`src/rtl/param_sync_updown_counter.sv`:
```
// Parametrised synchronous up/down counter with programmable modulus, parallel load,
// count enable, terminal-count and wrap flags. Define COUNTER_SATURATE_EN to saturate instead of wrap.
module param_sync_updown_counter #(
    parameter int                 WIDTH     = 8,
    parameter logic [WIDTH-1:0]   MAX_VAL   = {WIDTH{1'b1}},
    parameter logic [WIDTH-1:0]   RESET_VAL = '0
) (
    input  logic             clk,
    input  logic             reset,
    input  logic             en,
    input  logic             up,
    input  logic             load,
    input  logic [WIDTH-1:0] load_val,
    output logic [WIDTH-1:0] q,
    output logic             tc,
    output logic             wrap
);

    localparam logic [WIDTH-1:0] ONE = {{(WIDTH-1){1'b0}}, 1'b1};

    logic [WIDTH-1:0] q_next;
    logic             wrap_next;

    // The terminal checks use >= / > so a corrupted q above MAX_VAL recovers like a terminal value.
    always_comb begin
        // NOTE: every output of a combinational block gets a default first, so no path can infer a latch.
        q_next    = q;
        wrap_next = 1'b0;
        if (load) begin
            q_next = (load_val > MAX_VAL) ? MAX_VAL : load_val;
        end else if (en) begin
            if (up) begin
                if (q >= MAX_VAL) begin
`ifdef COUNTER_SATURATE_EN
                    q_next = MAX_VAL;
`else
                    q_next = '0;
`endif
                    wrap_next = 1'b1;
                end else begin
                    q_next = q + ONE;
                end
            end else begin
                if (q > MAX_VAL) begin
                    q_next    = MAX_VAL;
                    wrap_next = 1'b1;
                end else if (q == '0) begin
`ifdef COUNTER_SATURATE_EN
                    q_next = '0;
`else
                    q_next = MAX_VAL;
`endif
                    wrap_next = 1'b1;
                end else begin
                    q_next = q - ONE;
                end
            end
        end
    end

    always_ff @(posedge clk) begin
        // NOTE: sequential state uses non-blocking assignments so all registers update from pre-edge values.
        if (reset) begin
            q    <= RESET_VAL;
            wrap <= 1'b0;
        end else begin
            q    <= q_next;
            wrap <= wrap_next;
        end
    end

    assign tc = en & ((up & (q == MAX_VAL)) | (~up & (q == '0)));

endmodule

```
`config.mk`:
```
export PLATFORM = sky130hd
export DESIGN_NAME = param_sync_updown_counter
export DESIGN_NICKNAME = d
export VERILOG_FILES = /design/src/rtl/param_sync_updown_counter.sv
export SDC_FILE = /design/constraint.sdc
export NUM_CORES = 1
export LEC_CHECK = 0
export BUFFER_PORTS_ARGS = -buffer_cell sky130_fd_sc_hd__clkbuf_2
export CAP_MARGIN = 10
export CORE_MARGIN = 4
export CORE_UTILIZATION = 52
export CTS_CLUSTER_SIZE = 8
export DETAILED_ROUTE_END_ITERATION = 8
export PLACE_DENSITY_LB_ADDON = 0.2
export RECOVER_POWER = 25
export REMOVE_ABC_BUFFERS = 1
export SYNTH_ARGS = -nofsm -noshare
export SYNTH_HDL_FRONTEND = slang
export SYNTH_SLANG_ARGS = --single-unit
export TNS_END_PERCENT = 20
```
`constraint.sdc`:
```
create_clock -name clk -period 2.5 [get_ports clk]
set_input_delay 0 -clock clk [delete_from_list [all_inputs] [get_ports clk]]
set_output_delay 0 -clock clk [all_outputs]
set_load 0.02 [all_outputs]
```
---- Yosys cells after proc, flatten, opt, wreduce, memory -nomap -nowiden ----
Index checks and enable logic that the tools add are counted.
word-level totals
  bits in registers ....................... 9
  input port bits ......................... 13
  output and inout port bits .............. 10
  word-level logic and storage cells ...... 28
operators by class
  add/sub/neg operators ................... 2
  $lt $le $gt $ge ......................... 3
  eq/ne operators ......................... 1
  mux-type cells .......................... 11
  bitwise logic cells ..................... 6
  reductions and logical operators ........ 3
operators by type and width
  kind                                                                number
  8-bit two-way mux                                                   7
  8-bit greater-than comparator, second input constant                2
  8-bit by 1-bit adder with 8-bit output, second input constant       1
  8-bit equality test, second input constant                          1
  8-bit >= comparator, second input constant                          1
  8-bit zero test                                                     1
  8-bit by 1-bit subtractor with 8-bit output, second input constant  1
  1-bit two-way mux                                                   4
  1-bit AND                                                           3
  3-bit OR reduction                                                  1
  1-bit NOT                                                           2
  2-bit nonzero test                                                  1
  1-bit bitwise OR                                                    1

---- Logic depth before layout (Yosys ltp) ----
  depth after elaboration ................. 6
  mapped depth ............................ 7
  mapped depth without buffers ............ 6

---- Least setup slack after synthesis ----
OpenSTA, ideal clock, no wires.
  kind .................................... reg-to-reg
  start point ............................. reg q[0]
  end point ............................... reg q[0]
  arrival ................................. 1.932 ns
  required time ........................... 2.434 ns
  setup slack ............................. 0.502 ns
  cell stages (with the launch flop) ...... 8
  cell sequence ........................... dfxtp_1 -> clkbuf_2 -> inv_1 -> ha_1 -> or3b_2 -> o31a_1 -> a311o_1 -> a21oi_2
between the ends
  cells in the longest elaborated chain, start to end .. 6
  elaborated cells on any way between the ends .. 11
  classes of those cells .................. add/sub (2); order compare (2); mux (6); reduce/logical (1)
RTL lines
  element                                                                                line    text
  from (decl)                                                                            14      output logic [WIDTH-1:0] q,
  from (signal assigned)                                                                 67      q <= q_next;
  8-bit by 1-bit subtractor with 8-bit output / 8-bit zero test (equally long branches)  55, 47
  8-bit two-way mux                                                                      47      end else if (q == '0) begin
  8-bit two-way mux                                                                      44      if (q > MAX_VAL) begin
  8-bit two-way mux *                                                                    32      if (up) begin
  8-bit two-way mux *                                                                    31      end else if (en) begin
  8-bit two-way mux *                                                                    29      if (load) begin
Mark *: on every way between the ends. The rest lies on a longest branch, timed or not. The select of a mux whose other input is x is not followed.
A chain may end at the register's enable or synchronous reset.

---- Final worst setup path ----
  start point ............................. reg q[0]
  end point ............................... out tc
between the ends
  cells in the longest elaborated chain, start to end .. 4
  elaborated cells on any way between the ends .. 6
  classes of those cells .................. eq/ne (1); bitwise (4); reduce/logical (1)
RTL lines
  element                                                        line  text
  8-bit equality test / 8-bit zero test (equally long branches)  72    assign tc = en & ((up & (q == MAX_VAL)) | (~up & (q == '0)));
  1-bit AND                                                      72
  1-bit bitwise OR *                                             72
  1-bit AND *                                                    72
  to (decl)                                                      15    output logic tc,
Mark *: on every way between the ends. The rest lies on a longest branch, timed or not.

==> run_results.csv <==
group,metric,value,unit
logic_synthesis,yosysTopAreaCellShare,0.195,
grt,grt_pass1_vias,792,
critical_path,critical_path_class,"register to output pin",
logic_synthesis,synthFlopType,"dfxtp_1",
detailed_routing,drt-pass1-iter-count,4,
floorplanning,dieArea,2510,um2
place,gp_congestion,0.899,
logic_synthesis,synth_commonest_cells,"a21oi_1, nor2_1, dfxtp_1, nor3_1, inv_1",
cts,cts_buffers,3,
detailed_routing,wl,2.29,mm
cts,clkTransAtPathRegs,0.08,ns
place,dp_cells,156,
grt,antenna_found_initial,0,
logic_synthesis,synth.most_common_cell,"a21oi_1",
timing,timing.final.crit_share,0.863,
grt,grt_use_total,0.192,
logic_synthesis,synth.ff_latch_count,9,
floorplanning,core_area,1590,um2
floorplanning,die_x,50.1,um
logic_synthesis,ys_warn_count,0,
pwr,power_density,472,nW/um2
critical_path,worst_ep_arrival_time,2.16,ns
timing,fmax,464,MHz
timing,timing.setup.tns,0,ns
logic_synthesis,synth.distinct_cells,42,
detailed_routing,drc,0,
final_layout,area_growth,7.45,%
cts,cts_root_buf,"clkbuf_4",
logic_synthesis,syn-mean-instance-area,7.69,um2
cts,clockBufferDepth,2,
grt,grt_max_degree,20,
critical_path,critPathRequiredTime,2.50,ns
floorplanning,io_pins,23,
pwr,ir_drop,0.000291,V
detailed_routing,vias,958,
logic_synthesis,syn-cell-area,923,um2
floorplanning,row_count,14,
grt,grt_pass1_wl,3.71,mm
final_layout,antenna_cells,0,
logic_synthesis,netlist_instances,120,
cts,cts_tree,"yes",
timing,final-hold-violation-count,0,
critical_path,crit_path_max_incr_delay,0.50,ns
detailed_routing,drtIter0Drc,36,
timing,tightestPinTransition,0.468,ns
logic_synthesis,synthTopCellsByArea,"dfxtp_1, clkbuf_8, a21oi_1, nor3_1, ha_1",
cts,cts_sinks,9,
critical_path,cp_max_fo,10,
critical_path,cp-end-kind,"output pin",
timing,fin_ws,0.343,ns
detailed_routing,wire_per_inst,14.2,um
final_layout,nFillCells,156,
pwr,cellLeakagePower,0.403,nW
final_layout,stdcell_count,161,
timing,finalCriticalPeriod,2.16,ns
detailed_routing,ant_nets,0,
job,maxCapViolations,0,
cts,cts_htree_levels,1,
timing,setup_viol,0,
detailed_routing,viasPerCell,5.95,
hold_path,min_path_type,"input pin to register",
place,place_hpwl,1.65,mm
final_layout,layout-drive-gt1-share,0.197,
timing,slew_viol_final,0,
place,dp_slack,0.523,ns
place,numPortBuffers,22,
critical_path,r2r_slack,0.51,ns
final_layout,nets,154,
logic_synthesis,synth_async_sr_flop_share,0,
grt,grt_overflow_total,0,
floorplanning,die_h,50.1,um
timing,fin_skew,0.00822,ns
floorplanning,start_util,0.579,
critical_path,start_kind,"register",
timing,rsz0062_at_grt,"no",
critical_path,worst_path_max_delay_cell,"or3b_2",
logic_synthesis,yosys.area.top_type,"dfxtp_1",
critical_path,cp_cell_sequence,"inv_1 > ha_1 > or3b_2 > o21ai_0 > nand2_1 > nor2_1 > clkbuf_2",
cts,worstSkewPairLatency,0.28,ns
timing,slew_headroom,0.688,
logic_synthesis,synth_edf_count,0,
run_status,status,"finished, final reports clean",
logic_synthesis,yosysSeqAreaShare,0.195,
cts,cts_setup_buffers,0,
## worst max-delay path: cells and delay by family, from the launching register on
kind            cells  cell delay [ns]
simple gates        3             0.72
compound gates      1             0.27
fa+ha+maj           1             0.19
flops               1             0.40
buf+inv             2             0.31
## what timing repair did
item | 4_1_cts | 5_1_grt
hold endpoints to repair | 1 | 0
hold buffers | 1 | 0
gates resized for setup | 0 | 0
## path summary, 6_finish.rpt
| check | end | from | cells past startpoint |
|---|---|---|---|
| worst max-delay path | tc | q[0] | 7 |
| worst min-delay path | q[0] | load_val[0] | 3 |
| worst max register to register | q[4] | q[0] | 6 |
| worst min register to register | q[7] | q[7] | 2 |
## where the power goes
part | total [mW] | switching [mW] | internal, mW
combinational | 0.158 | 0.0865 | 0.0719
sequential | 0.184 | 0.0293 | 0.154
clock | 0.126 | 0.0645 | 0.0620
total | 0.468 | 0.180 | 0.288
## kinds of logic after synthesis
group | synth area share
xor gates and xnor gates | 0.0759
DFF | 0.195
AOI/OAI and AO/OA | 0.266
and+or+nand+nor | 0.264
adders and majority gates | 0.0407
buffers and inverters | 0.148
muxes | 0.0108
## stage by stage
step / power, mW / instance area [um2] / utilization / hold slack (ns)
floorplan: 0.290 / 813 / - / 0.0624
global placement: 0.340 / 961 / 0.603 / 0.247
detailed placement: 0.344 / 961 / 0.603 / 0.257
CTS: 0.469 / 997 / 0.626 / 0.0141
global route: 0.499 / 992 / 0.622 / 0.0411
finish: 0.468 / 992 / 0.622 / 0.0125
## area by class of cell
type / instances / area [um2] / share of cell area
Multi-Input combinational cell: 93 / 607 / 0.612
Inverter: 7 / 26.3 / 0.0265
Timing Repair Buffer: 24 / 123 / 0.124
Sequential cell: 9 / 180 / 0.182
Clock buffer: 4 / 26.3 / 0.0265
Tap cell: 24 / 30.0 / 0.0303
## routing by layer
layer	GRT usage	wire length [um]
met5	0	0
met1	0.259	969
met4	0.101	44
met3	0.0414	197
met2	0.283	1080
## sequential cells by signal (all words and copies together), names as in the netlist
register  count
q             8
wrap          1
## layout by cell type (no fill, tap or decap), types with 2 or more instances in the layout
master	count
ha_1	3
nor2_1	10
o31a_1	2
dfxtp_1	9
inv_1	7
nand2_1	5
or3_1	3
nor3b_1	3
nand2b_1	3
clkbuf_1	5
o21a_1	3
a21oi_1	11
xor2_1	4
nand3_1	4
o21ai_0	6
o221ai_1	2
clkbuf_4	3
clkbuf_2	18
a211oi_1	2
xnor2_1	4
nor2b_1	2
nor3_1	8
(Power assumes the default switching activity.)
